### config.mk
export PLATFORM = sky130hd
export DESIGN_NAME = io_bus_ctrl
export DESIGN_NICKNAME = d
export VERILOG_FILES = /design/src/rtl/io_bus_ctrl_pkg.sv /design/src/rtl/io_bus_ctrl_rr_arbiter.sv /design/src/rtl/io_bus_ctrl.sv
export SDC_FILE = /design/constraint.sdc
export NUM_CORES = 1
export LEC_CHECK = 0
export ABC_CLOCK_PERIOD_IN_PS = 2200
export CORE_ASPECT_RATIO = 0.5
export CORE_MARGIN = 2
export CORE_UTILIZATION = 39
export DETAILED_ROUTE_END_ITERATION = 6
export GPL_TIMING_DRIVEN = 0
export PLACE_DENSITY_LB_ADDON = 0.15
export SLEW_MARGIN = 20
export SYNTH_ARGS = -nofsm -noshare
export SYNTH_HDL_FRONTEND = slang
export SYNTH_SLANG_ARGS = --single-unit
export TNS_END_PERCENT = 1
### constraint.sdc
create_clock -name io_clk -period 2.2 [get_ports io_clk]
set_clock_uncertainty 0.2 [all_clocks]
set_input_delay 0.22 -clock io_clk [delete_from_list [all_inputs] [get_ports io_clk]]
set_output_delay 0.22 -clock io_clk [all_outputs]
set_load 0.01 [all_outputs]
### src/rtl/io_bus_ctrl_pkg.sv
// Shared state codes, I/O address map and decode helpers for the
// memory-mapped I/O bus controller.
package io_bus_ctrl_pkg;

    typedef enum logic [1:0] {
        ST_IDLE   = 2'd0,
        ST_ACCESS = 2'd1,
        ST_RCAP   = 2'd2,
        ST_RESP   = 2'd3
    } io_state_e;

    localparam logic [11:0] IO_DIG       = 12'h000;
    localparam logic [11:0] IO_TIMER     = 12'h020;
    localparam logic [11:0] IO_TIMER_SET = 12'h024;
    localparam logic [11:0] IO_LED       = 12'h060;
    localparam logic [11:0] IO_SW        = 12'h070;
    localparam logic [11:0] IO_BTN       = 12'h078;

    typedef enum logic [2:0] {
        TGT_NONE      = 3'd0,
        TGT_DIG       = 3'd1,
        TGT_TIMER     = 3'd2,
        TGT_TIMER_SET = 3'd3,
        TGT_LED       = 3'd4,
        TGT_SW        = 3'd5,
        TGT_BTN       = 3'd6
    } io_tgt_e;

    typedef struct packed {
        logic        we;
        logic [31:0] addr;
        logic [31:0] wdata;
    } io_req_t;

    // Word offset inside the window; byte-lane bits are not part of the decode.
    function automatic io_tgt_e io_decode(input logic in_window, input logic [11:2] word_off);
        io_tgt_e tgt;
        tgt = TGT_NONE;
        if (in_window) begin
            if (word_off == IO_DIG[11:2])            tgt = TGT_DIG;
            else if (word_off == IO_TIMER[11:2])     tgt = TGT_TIMER;
            else if (word_off == IO_TIMER_SET[11:2]) tgt = TGT_TIMER_SET;
            else if (word_off == IO_LED[11:2])       tgt = TGT_LED;
            else if (word_off == IO_SW[11:2])        tgt = TGT_SW;
            else if (word_off == IO_BTN[11:2])       tgt = TGT_BTN;
            else                                     tgt = TGT_NONE;
        end
        return tgt;
    endfunction

    function automatic logic io_is_write_tgt(input io_tgt_e tgt);
        return (tgt == TGT_DIG) || (tgt == TGT_TIMER_SET) || (tgt == TGT_LED);
    endfunction

    function automatic logic io_is_read_tgt(input io_tgt_e tgt);
        return (tgt == TGT_TIMER) || (tgt == TGT_SW) || (tgt == TGT_BTN);
    endfunction

endpackage

### src/rtl/io_bus_ctrl_rr_arbiter.sv
// Two-way round-robin arbiter; on a tie the requester not granted last wins.
module io_rr_arbiter
    import io_bus_ctrl_pkg::*;
(
    input  logic       clk,
    input  logic       rst,
    input  logic [1:0] req,
    input  logic       advance,
    output logic [1:0] win
);

    logic last_q;
    logic last_d;

    // last_q = 1 means m1 was granted most recently; reset favours m0.
    always_comb begin
        win = 2'b00;
        unique case (req)
            2'b01:   win = 2'b01;
            2'b10:   win = 2'b10;
            2'b11:   win = last_q ? 2'b01 : 2'b10;
            default: win = 2'b00;
        endcase

        last_d = last_q;
        if (advance && (req != 2'b00)) begin
            last_d = win[1];
        end
    end

    always_ff @(posedge clk) begin
        if (rst) begin
            last_q <= 1'b1;
        end else begin
            last_q <= last_d;
        end
    end

endmodule

### src/rtl/io_bus_ctrl.sv
// Memory-mapped I/O bus controller: arbitrates m0/m1, decodes the I/O window
// and sequences fixed-length write and read transactions.
//
//   state     | meaning
//   ----------+-----------------------------------------------------------
//   ST_IDLE   | waiting for a request; arbitrate and latch the winner
//   ST_ACCESS | gnt (and write strobe) visible, io_addr/io_wdata driven
//   ST_RCAP   | read source sampled into the owner's read-data register
//   ST_RESP   | rvalid/rdata visible to the owner
module io_bus_ctrl
    import io_bus_ctrl_pkg::*;
#(
    parameter logic [31:0] IO_BASE = 32'hFFFF_F000
) (
    input  logic        io_clk,
    input  logic        io_rst,

    input  logic        m0_req,
    input  logic        m0_we,
    input  logic [31:0] m0_addr,
    input  logic [31:0] m0_wdata,
    output logic        m0_gnt,
    output logic        m0_rvalid,
    output logic [31:0] m0_rdata,
    output logic        m0_err,

    input  logic        m1_req,
    input  logic        m1_we,
    input  logic [31:0] m1_addr,
    input  logic [31:0] m1_wdata,
    output logic        m1_gnt,
    output logic        m1_rvalid,
    output logic [31:0] m1_rdata,
    output logic        m1_err,

    output logic [31:0] io_addr,
    output logic        dig_we,
    output logic        led_we,
    output logic        timer_set_we,
    output logic [31:0] io_wdata,
    input  logic [31:0] sw_rdata,
    input  logic [31:0] btn_rdata,
    input  logic [31:0] timer_rdata
);

    io_state_e   state_q, state_d;
    logic        owner_q, owner_d;
    io_req_t     lat_q, lat_d;
    io_tgt_e     tgt_q, tgt_d;
    logic [1:0]  gnt_q, gnt_d;
    logic [1:0]  rvalid_q, rvalid_d;
    logic [1:0]  err_q, err_d;
    logic        dig_we_q, dig_we_d;
    logic        led_we_q, led_we_d;
    logic        tset_we_q, tset_we_d;
    logic [31:0] rdata0_q, rdata0_d;
    logic [31:0] rdata1_q, rdata1_d;

    logic [1:0]  req;
    logic [1:0]  win;
    logic        accept;
    io_req_t     sel_req;
    io_tgt_e     sel_tgt;
    logic        rd_legal;
    logic [31:0] rd_src;

    assign req    = {m1_req, m0_req};
    assign accept = (state_q == ST_IDLE) && (req != 2'b00);

    io_rr_arbiter u_arb (
        .clk     (io_clk),
        .rst     (io_rst),
        .req     (req),
        .advance (accept),
        .win     (win)
    );

    always_comb begin
        if (win[1]) begin
            sel_req.we    = m1_we;
            sel_req.addr  = m1_addr;
            sel_req.wdata = m1_wdata;
        end else begin
            sel_req.we    = m0_we;
            sel_req.addr  = m0_addr;
            sel_req.wdata = m0_wdata;
        end
        // The base is 4 KiB aligned, so the window test is an upper-bit compare.
        sel_tgt = io_decode(sel_req.addr[31:12] == IO_BASE[31:12], sel_req.addr[11:2]);
    end

    always_comb begin
        rd_legal = io_is_read_tgt(tgt_q);
        unique case (tgt_q)
            TGT_TIMER: rd_src = timer_rdata;
            TGT_SW:    rd_src = sw_rdata;
            TGT_BTN:   rd_src = btn_rdata;
            default:   rd_src = 32'h0;
        endcase
    end

    always_comb begin
        state_d   = state_q;
        owner_d   = owner_q;
        lat_d     = lat_q;
        tgt_d     = tgt_q;
        gnt_d     = 2'b00;
        rvalid_d  = 2'b00;
        err_d     = 2'b00;
        dig_we_d  = 1'b0;
        led_we_d  = 1'b0;
        tset_we_d = 1'b0;
        rdata0_d  = rdata0_q;
        rdata1_d  = rdata1_q;

        unique case (state_q)
            ST_IDLE: begin
                if (accept) begin
                    owner_d = win[1];
                    lat_d   = sel_req;
                    tgt_d   = sel_tgt;
                    gnt_d   = win;
                    state_d = ST_ACCESS;
                    if (sel_req.we) begin
                        dig_we_d  = (sel_tgt == TGT_DIG);
                        led_we_d  = (sel_tgt == TGT_LED);
                        tset_we_d = (sel_tgt == TGT_TIMER_SET);
                        if (!io_is_write_tgt(sel_tgt)) begin
                            err_d = win;
                        end
                    end
                end
            end
            ST_ACCESS: begin
                state_d = lat_q.we ? ST_IDLE : ST_RCAP;
            end
            ST_RCAP: begin
                state_d = ST_RESP;
                if (owner_q) begin
                    rdata1_d = rd_src;
                    rvalid_d = 2'b10;
                    err_d    = {~rd_legal, 1'b0};
                end else begin
                    rdata0_d = rd_src;
                    rvalid_d = 2'b01;
                    err_d    = {1'b0, ~rd_legal};
                end
            end
            ST_RESP: begin
                state_d = ST_IDLE;
            end
            default: begin
                state_d = ST_IDLE;
            end
        endcase
    end

    always_ff @(posedge io_clk) begin
        if (io_rst) begin
            state_q   <= ST_IDLE;
            owner_q   <= 1'b0;
            lat_q     <= '0;
            tgt_q     <= TGT_NONE;
            gnt_q     <= 2'b00;
            rvalid_q  <= 2'b00;
            err_q     <= 2'b00;
            dig_we_q  <= 1'b0;
            led_we_q  <= 1'b0;
            tset_we_q <= 1'b0;
            rdata0_q  <= 32'h0;
            rdata1_q  <= 32'h0;
        end else begin
            state_q   <= state_d;
            owner_q   <= owner_d;
            lat_q     <= lat_d;
            tgt_q     <= tgt_d;
            gnt_q     <= gnt_d;
            rvalid_q  <= rvalid_d;
            err_q     <= err_d;
            dig_we_q  <= dig_we_d;
            led_we_q  <= led_we_d;
            tset_we_q <= tset_we_d;
            rdata0_q  <= rdata0_d;
            rdata1_q  <= rdata1_d;
        end
    end

    assign m0_gnt       = gnt_q[0];
    assign m1_gnt       = gnt_q[1];
    assign m0_rvalid    = rvalid_q[0];
    assign m1_rvalid    = rvalid_q[1];
    assign m0_err       = err_q[0];
    assign m1_err       = err_q[1];
    assign m0_rdata     = rdata0_q;
    assign m1_rdata     = rdata1_q;
    assign io_addr      = lat_q.addr;
    assign io_wdata     = lat_q.wdata;
    assign dig_we       = dig_we_q;
    assign led_we       = led_we_q;
    assign timer_set_we = tset_we_q;

endmodule
# Yosys cells after proc, flatten, opt, wreduce, memory -nomap -nowiden
# Cells that the tools add are included.
totals:
  word_cells: 75
  register_bits: 145
  input_bits: 230
op_classes:
  n_bitwise: 6
  n_eq_ne: 19
  mux: 20
  n_reduce_logical: 15
ops:
  columns: ["operator", "count"]
  rows:
  - ["$pmux 32 s3", 1]
  - ["$mux 65", 1]
  - ["$eq 10x5->1 const B", 3]
  - ["$mux 3", 7]
  - ["$eq 10x4->1 const B", 2]
  - ["$eq 20x20->1 const B", 1]
  - ["$mux 2", 8]
  - ["$logic_not 10->1", 1]
  - ["$eq 3x3->1 const B", 3]
  - ["$eq 2x2->1 const B", 4]
  - ["$pmux 2 s4", 1]
  - ["$eq 3x2->1 const B", 2]
  - ["$not 1->1", 6]
  - ["$pmux 2 s3", 1]
  - ["$reduce_and 2->1", 3]
  - ["$eq 2x1->1 const B", 2]
  - ["$logic_or 1x1->1", 4]
  - ["$pmux 2 s2", 1]
  - ["$reduce_or 4->1", 1]
  - ["$eq 3x1->1 const B", 1]
  - ["$reduce_or 3->1", 1]
  - ["$logic_and 1x1->1", 2]
  - ["$logic_not 2->1", 1]
  - ["$ne 2x1->1 const B", 1]
  - ["other kinds (2)", 2]

# Longest topological paths before layout
# Gate-level depths: netlist of run 1.
logic_depth:
  depth_word: 18
  depth_mapped: 7
  mapped_depth_nobuf: 5

# Cells and area by module
# A second synthesis of run 1 with hierarchy kept.
unflattened:
  hier_cells: 760
  hier_area_um2: 6957.9
modules_own_cells:
  columns: ["module", "area_each_um2", "n_inst", "seq_area_each_um2", "cells_per_inst"]
  rows:
  - ["io_bus_ctrl", 6896.6, 1, 2882.8, 753]
  - ["io_rr_arbiter", 61.3, 1, 20.0, 7]

# Least setup slack after synthesis of run 1
# OpenSTA, ideal clock, no wires.
synth_path:
  path_kind: "register to register"
  startpoint: "register u_arb.last_q"
  endpoint: "register err_q[0]"
  setup_ns: 0.133
  path_stages_with_launch: 6
  synth_period_minus_slack_ns: 1.863
  setup_slack_ns: 0.337
  required_time_ns: 1.867
  arrival_time_ns: 1.530
  path_cell_list: "dfxtp_1 a21bo_2 nor4_4 a22oi_2 o41ai_1 o31ai_1"
synth_via:
  elab_chain_cells: 18
synth_lines:
  columns: ["item", "line", "text"]
  rows:
  - ["start, declared", "io_bus_ctrl_rr_arbiter.sv:12", "logic last_q;"]
  - ["start signal, assigned", "io_bus_ctrl_rr_arbiter.sv:35", "last_q <= last_d;"]
  - ["$mux 2 *", "io_bus_ctrl_rr_arbiter.sv:21", "2'b11: win = last_q ? 2'b01 : 2'b10;"]
  - ["$pmux 2 s3 *", "io_bus_ctrl_rr_arbiter.sv:18", "unique case (req)"]
  - ["$mux 65", "io_bus_ctrl.sv:79", "if (win[1]) begin"]
  - ["$eq 10x5->1", "io_bus_ctrl_pkg.sv:45", "else if (word_off == IO_BTN[11:2]) tgt = TGT_BTN;"]
  - ["$mux 3", "io_bus_ctrl_pkg.sv:45", null]
  - ["$mux 3", "io_bus_ctrl_pkg.sv:44", "else if (word_off == IO_SW[11:2]) tgt = TGT_SW;"]
  - ["$mux 3", "io_bus_ctrl_pkg.sv:43", "else if (word_off == IO_LED[11:2]) tgt = TGT_LED;"]
  - ["$mux 3", "io_bus_ctrl_pkg.sv:42", "else if (word_off == IO_TIMER_SET[11:2]) tgt = TGT_TIMER_SET;"]
  - ["$mux 3", "io_bus_ctrl_pkg.sv:41", "else if (word_off == IO_TIMER[11:2]) tgt = TGT_TIMER;"]
  - ["$mux 3", "io_bus_ctrl_pkg.sv:40", "if (word_off == IO_DIG[11:2]) tgt = TGT_DIG;"]
  - ["$mux 3", "io_bus_ctrl_pkg.sv:39", "if (in_window) begin"]
  - ["$eq 3x1->1 or $eq 3x2->1 (tied branches)", "io_bus_ctrl_pkg.sv:52", "return (tgt == TGT_DIG) || (tgt == TGT_TIMER_SET) || (tgt == TGT_LED);"]
  - ["$logic_or 1x1->1 (2 in series)", "io_bus_ctrl_pkg.sv:52", null]
  - ["$mux 2", "io_bus_ctrl.sv:128", "if (!io_is_write_tgt(sel_tgt)) begin"]
  - ["$mux 2 *", "io_bus_ctrl.sv:124", "if (sel_req.we) begin"]
  - ["$mux 2 *", "io_bus_ctrl.sv:118", "if (accept) begin"]
  - ["$pmux 2 s2 *", "io_bus_ctrl.sv:116", "unique case (state_q)"]
  - ["end signal, assigned", "io_bus_ctrl.sv:179", "err_q <= err_d;"]
  - ["end, declared", "io_bus_ctrl.sv:52", "logic [1:0] err_q, err_d;"]
# Mark *: on every way between the ends. The rest lies on a longest branch, timed or not.
# A chain may end at the register's enable or synchronous reset.

# Worst setup path after layout of run 1
layout_path:
  startpoint: "input m1_req"
  endpoint: "register err_q[1]"
layout_via:
  elab_chain_cells: 18
layout_lines:
  columns: ["item", "line", "text"]
  rows:
  - ["start, declared", "io_bus_ctrl.sv:27", "input logic m1_req,"]
  - ["$eq 2x2->1 or $eq 2x1->1 (tied branches)", "io_bus_ctrl_rr_arbiter.sv:18", null]
  - ["$pmux 2 s3", "io_bus_ctrl_rr_arbiter.sv:18", null]
  - ["$mux 65", "io_bus_ctrl.sv:79", null]
  - ["$eq 10x5->1", "io_bus_ctrl_pkg.sv:45", null]
  - ["$mux 3", "io_bus_ctrl_pkg.sv:45", null]
  - ["$mux 3", "io_bus_ctrl_pkg.sv:44", null]
  - ["$mux 3", "io_bus_ctrl_pkg.sv:43", null]
  - ["$mux 3", "io_bus_ctrl_pkg.sv:42", null]
  - ["$mux 3", "io_bus_ctrl_pkg.sv:41", null]
  - ["$mux 3", "io_bus_ctrl_pkg.sv:40", null]
  - ["$mux 3", "io_bus_ctrl_pkg.sv:39", null]
  - ["$eq 3x1->1 or $eq 3x2->1 (tied branches)", "io_bus_ctrl_pkg.sv:52", null]
  - ["$logic_or 1x1->1 (2 in series)", "io_bus_ctrl_pkg.sv:52", null]
  - ["$mux 2", "io_bus_ctrl.sv:128", null]
  - ["$mux 2", "io_bus_ctrl.sv:124", null]
  - ["$mux 2 *", "io_bus_ctrl.sv:118", null]
  - ["$pmux 2 s2 *", "io_bus_ctrl.sv:116", null]
# Marked as above.

==> impl_metrics.ini, run 1 <==
[power_and_ir_drop]
p_leak_nw = 4.40
vdd.ir_drop.worst_mv = 0.582
p_per_area_nw_per_um2 = 706

[logic_synthesis]
seq_area_frac_synth = 0.435
synthSimpleGateAreaFrac = 0.151
synth.net_count = 990
synth_edf_count = 0
synth_top_flop_cell = dfxtp_1
synth_fa_ha_area_frac = 0
synthArstFlopShare = 0
synth_most_common_cell = dfxtp_1
synthMuxAreaShare = 0.00356
synth_compound_area_frac = 0.277
yosysTopAreaCell = dfxtp_1
synthXorXnorAreaFrac = 0.00262
synth_top_family_by_area = compound AO/OA/AOI/OAI gates
synth.area.top_cells = dfxtp_1 43%, a211oi_1 7.3%, buf_4 7.2%
synth_common_cells = 145 x dfxtp_1, 107 x nor2_1, 76 x nand2_1
syn_avg_cell_area_sq_um = 8.79
synth-seq-cells = 145
yosysTopAreaCellShare = 0.435
syn_inst = 760
yosys_warnings = 0
synth_cell_types = 48
syn_area_sq_um = 6680

[min_path]
holdPathStages = 3
min-delay-start = m0_req
min_to = u_arb.last_q
min_path_type = in2reg

[final_layout]
diodes = 0
area_growth_pct = 70.1
drive_above_1_share = 0.122
nets = 1375
instances_no_fill = 1384
fill_cells = 1348

[run_status]
status = complete, but fails checks
violations = DRC

[global_routing]
grt_max_degree = 17
grt_pass1_vias = 6803
antenna_found_initial = 0
grt_overflow = 0
grtUsageTotal = 0.258
grt_first_pass_wirelength_mm = 36.5

[worst_setup_path]
rr_worst_depth = 6
crit_path_end_kind = flip-flop
r2r_slack_ps = 130
start_kind = input pin
required_ps = 2290
cp.arrival_ps = 2210
crit_fanout = 6
crit_type = in2reg
r2r_end = timer_set_we
reg2reg_from = u_arb.last_q

[die]
die_w_microns = 189
start_util = 0.403
die_h_microns = 96.5
dieArea_sq_um = 18200
core_sq_um = 16600
core.rowCount = 33
top_level_ports = 367

[sta]
min_period_ps = 2120
worstMarginPinSlew_ps = 551
layout_setup_ws_ps = 75.8
fin_crit_sh = 0.966
setup_viol = 0
rsz0062_at_grt = true
drv_slew = 0
slew_headroom = 0.623
hold_slack_ps = 84.9
fmax_mhz = 471
final_hold_viol_count = 0
setup_tns_ps = 0

[placement]
dp_slack_ps = -492
portBuffers = 366
dpl.hpwl_mm = 18.9
place_inst = 1353
gp_congestion = 0.821

[clock_tree]
cts_resized = 8
cts_buffers = 17
clk_latency_ps = 410
ctsRootBufferMaster = clkbuf_16
cts_buffer_depth = 2
cts_max_level = 4
ctsHoldBuffers = 0
cts_setup_buffers = 0
clk_pin_slew_ps = 60
cts_tree = yes
cts.sinks = 145

[routing]
post-route-drc-count = 8
wirelength_mm = 24.4
postRouteAntennaNets = 0
vias = 7234
avgViaCountPerCell = 5.23
drtPass1Iterations = 7
wl_per_cell_microns = 17.7
drtIter0Drc = 459

[flow_run]
drv_cap = 0
worst max-delay path, cell delays in order:
cell and delay (ps):
clkdlybuf4s50_1 580, a21boi_4 290, nand4_1 170, a221o_1 440, a2111oi_4 390, o31ai_1 110
registers in the layout, summed over array words and instances (netlist names), named ones only:
register      cells
m0_rdata         32
owner_q           1
led_we            1
rvalid_q          2
dig_we            1
m1_rdata         32
io_addr          32
io_wdata         32
tgt_q             3
state_q           1
err_q             2
gnt_q             2
u_arb.last_q      1
lat_q             1
timer_set_we      1
cell usage in the layout, fill, tap and decap left out, types with 2 or more instances in the layout:
master and instances:
xnor2_1 2, nand2_1 76, inv_1 33, a222oi_1 32
clkdlybuf4s50_1 365, nor2_1 105, clkbuf_8 3, buf_2 9
and3b_1 2, a221o_1 2, buf_1 4, nor4_4 2
nor3_1 5, a22o_1 33, a22oi_1 34, nor3_2 2
buf_4 65, a21oi_1 5, a21o_1 2, a211oi_1 64
clkbuf_16 17, nor2_2 2, clkbuf_2 16, dfxtp_1 145
a311oi_1 32, bufinv_16 5, nor2b_1 8, nand4_1 14
clkbuf_1 34, clkbuf_4 4, nor3b_1 2, nand3_1 2
o31ai_1 2
worst max path at each step:
stage | depth (start not counted) | slack (ps) | end | from
after floorplan | 5 | 340 | err_q[0] | u_arb.last_q
after global routing | 6 | -20 | err_q[0] | m1_req
after global placement | 7 | -460 | err_q[0] | m1_req
after detailed placement | 6 | -490 | io_wdata[14] | m0_req
final | 6 | 80 | err_q[1] | m1_req
after CTS | 6 | 9 | err_q[0] | flip-flop
stage by stage:
stage | power (mW) | area (sq um) | util
final | 8.02 | 11400 | 0.686
after global routing | 8.36 | 11400 | 0.686
after CTS | 8.06 | 11300 | 0.682
after detailed placement | 4.83 | 10600 | 0.642
after global placement | 4.80 | 10600 | 0.642
after floorplan | 3.79 | 6680 | -
cells by family after synthesis:
family,after synthesis
mux,2
flops,145
xor+xnor,2
simple gates,227
compound gates,221
buf+inv,163
per-layer routing:
layer / vias to the layer above / GRT usage / share of wire
met1: 3442 / 0.327 / 0.44
met2: 255 / 0.438 / 0.48
met3: 25 / 0.0632 / 0.070
met5: - / 0 / 0
li1: 3512 / - / -
met4: 0 / 0.0820 / 0.015
report_power, final:
part | total [mW] | internal, mW | switching (mW)
Sequential | 2.97 | 2.85 | 0.123
Combinational | 1.83 | 1.09 | 0.744
Clock | 3.21 | 2.10 | 1.11
Total | 8.02 | 6.04 | 1.97
area by class of cell:
type	count	area, sq um	area share
timing repair buffer	366	3670	0.323
multi-input combinational	452	2940	0.259
sequential	145	2900	0.256
buffer	130	786	0.0692
clock buffer	23	478	0.0421
tap	227	284	0.0250
clock inverter	8	175	0.0154
inverter	33	124	0.0109
No activity file was read; power rests on OpenSTA's default activity.
==> inputs of run 2 (changes only) <==
- ABC_CLOCK_PERIOD_IN_PS: 2200 -> not set
- CORE_MARGIN: 2 -> 5
- SLEW_MARGIN: 20 -> 30
==> run 2 against run 1 <==
Compared with the run above: the flow now finishes without violations; worst hold slack better by 98 ps; die area is 9.6% higher; via count is 0.36% lower; design area is 0.40% lower; worst setup slack worse by 55 ps; clock-buffer cell count is 2 lower; sequential cell count stayed put; clock power is 2% lower; first-iteration DRC count is 11% lower; utilization is 0.44 points lower; critical endpoint is now io_wdata[30].
==> impl_metrics.ini, run 2 (same netlist as run 1, synthesis figures left out) <==
[final_layout]
area_growth_pct = 69.4
seq_area_sq_um = 2900
final_common_cell = clkdlybuf4s50_1
nets = 1375
fin_util = 0.682
layout_common_cells = 366 x clkdlybuf4s50_1, 145 x dfxtp_1, 107 x nor2_1, 76 x nand2_1, 65 x a211oi_1
multi_input_area_sq_um = 2930
diodes = 0
fill_cells = 1379
drive_above_1_share = 0.118

[die]
die_h_microns = 103
die_w_microns = 195
top_level_ports = 367
core_sq_um = 16600
start_util = 0.402
dieArea_sq_um = 20000
core.rowCount = 33

[worst_setup_path]
required_ps = 2360
cp.arrival_ps = 2340
start_kind = input pin
crit_path_end_kind = flip-flop
crit_type = in2reg
r2r_slack_ps = 40
crit_fanout = 10

[power_and_ir_drop]
p_per_area_nw_per_um2 = 701
fin_total_pwr_mw = 7.93
p_leak_nw = 4.37
vdd.ir_drop.worst_mv = 0.546

[sta]
slew_headroom = 0.612
setup_viol = 0
fin_crit_sh = 0.991
drv_slew = 0
final_hold_viol_count = 0
fmax_mhz = 459
rsz0062_at_grt = true
worstMarginPinSlew_ps = 567
min_period_ps = 2180
hold_slack_ps = 183

[routing]
vias = 7208
drtIter0Drc = 408
postRouteAntennaNets = 0
avgViaCountPerCell = 5.20
drtPass1Iterations = 7
post-route-drc-count = 0
wirelength_mm = 25.7
wl_per_cell_microns = 18.5

[clock_tree]
cts_max_level = 4
ctsRootBufferMaster = clkbuf_16
cts_tree = yes
clk_pin_slew_ps = 60
clk_latency_ps = 410
cts_buffers = 17
cts_buffer_depth = 2
cts.sinks = 145

[global_routing]
grt_max_degree = 17
antenna_found_initial = 0
grt_overflow = 0
grtUsageTotal = 0.244
grt_first_pass_wirelength_mm = 39.3
grt_pass1_vias = 7362

[flow_run]
drv_cap = 0

[placement]
portBuffers = 366
gp_congestion = 0.937
dpl.hpwl_mm = 20.2

[min_path]
min_path_type = in2reg

[run_status]
status = complete, no violations
[run 2: power breakdown]
part	total, mW	internal [mW]	switching, mW
clock	3.13	1.97	1.16
sequential	2.97	2.85	0.119
combinational	1.83	1.09	0.747
total	7.93	5.91	2.02
[run 2: layout make-up]
class | count | share of cell area
flip-flops and latches | 145 | 0.257
clock buffers | 21 | 0.0407
plain buffers | 130 | 0.0685
clock inverters | 11 | 0.0155
inverters | 33 | 0.0109
multi-input cells | 452 | 0.259
repair buffers | 366 | 0.324
well taps | 227 | 0.0251
[run 2: through the flow]
step           instance area (sq um)  worst slack (ps)  cells  TNS [ps]
2_1_floorplan                   6680               337    760         0
3_3_place_gp                   10600              -469   1353    -43120
3_5_place_dp                   10600              -505   1353    -44340
4_1_cts                        11300              5.45   1385         0
5_1_grt                        11300              -122   1385     -4880
6_report                       11300              20.7   1385         0
[run 2: critical path, cell delays in order]
cell and delay, ps:
clkdlybuf4s50_1 570, a21bo_2 320, buf_6 170, nor4_4 360, clkbuf_1 440, a222oi_1 180
inv_1 80
[run 2: worst paths after layout]
| kind | from | endpoint | cells after the start |
|---|---|---|---|
| setup / recovery | m1_req | io_wdata[30] | 7 |
| hold / removal | m1_wdata[0] | io_wdata[0] | 3 |
| setup reg to reg | state_q[0] | io_wdata[30] | 6 |
| hold reg to reg | lat_q[64] | lat_q[64] | 1 |
[run 2: routing by layer]
metal,part of all wire,track usage,up-vias
li1,-,-,3521
met5,0,0,-
met2,0.49,0.431,280
met3,0.089,0.0819,20
met4,0.010,0.0547,0
met1,0.41,0.294,3387
[run 2: what timing repair did]
action | 4_1_cts | 5_1_grt
hold buffers | 0 | 0
setup buffers | 0 | 0
resized for setup | 6 | 23
endpoints found under the setup margin | 111 | 123
pin swaps | 0 | 1
==> inputs of run 3 (changes only) <==
--- a/constraint.sdc
+++ b/constraint.sdc
@@ -4,2 +4,2 @@
 set_output_delay 0.22 -clock io_clk [all_outputs]
-set_load 0.01 [all_outputs]
+set_load 0.02 [all_outputs]
==> results of run 3 <==
The final DEF is identical to that of run 2. Status: complete, no violations.
Among the figures that moved: total power 7.93 mW -> 8.09 mW; worst IR drop on VDD 0.546 mV -> 0.549 mV
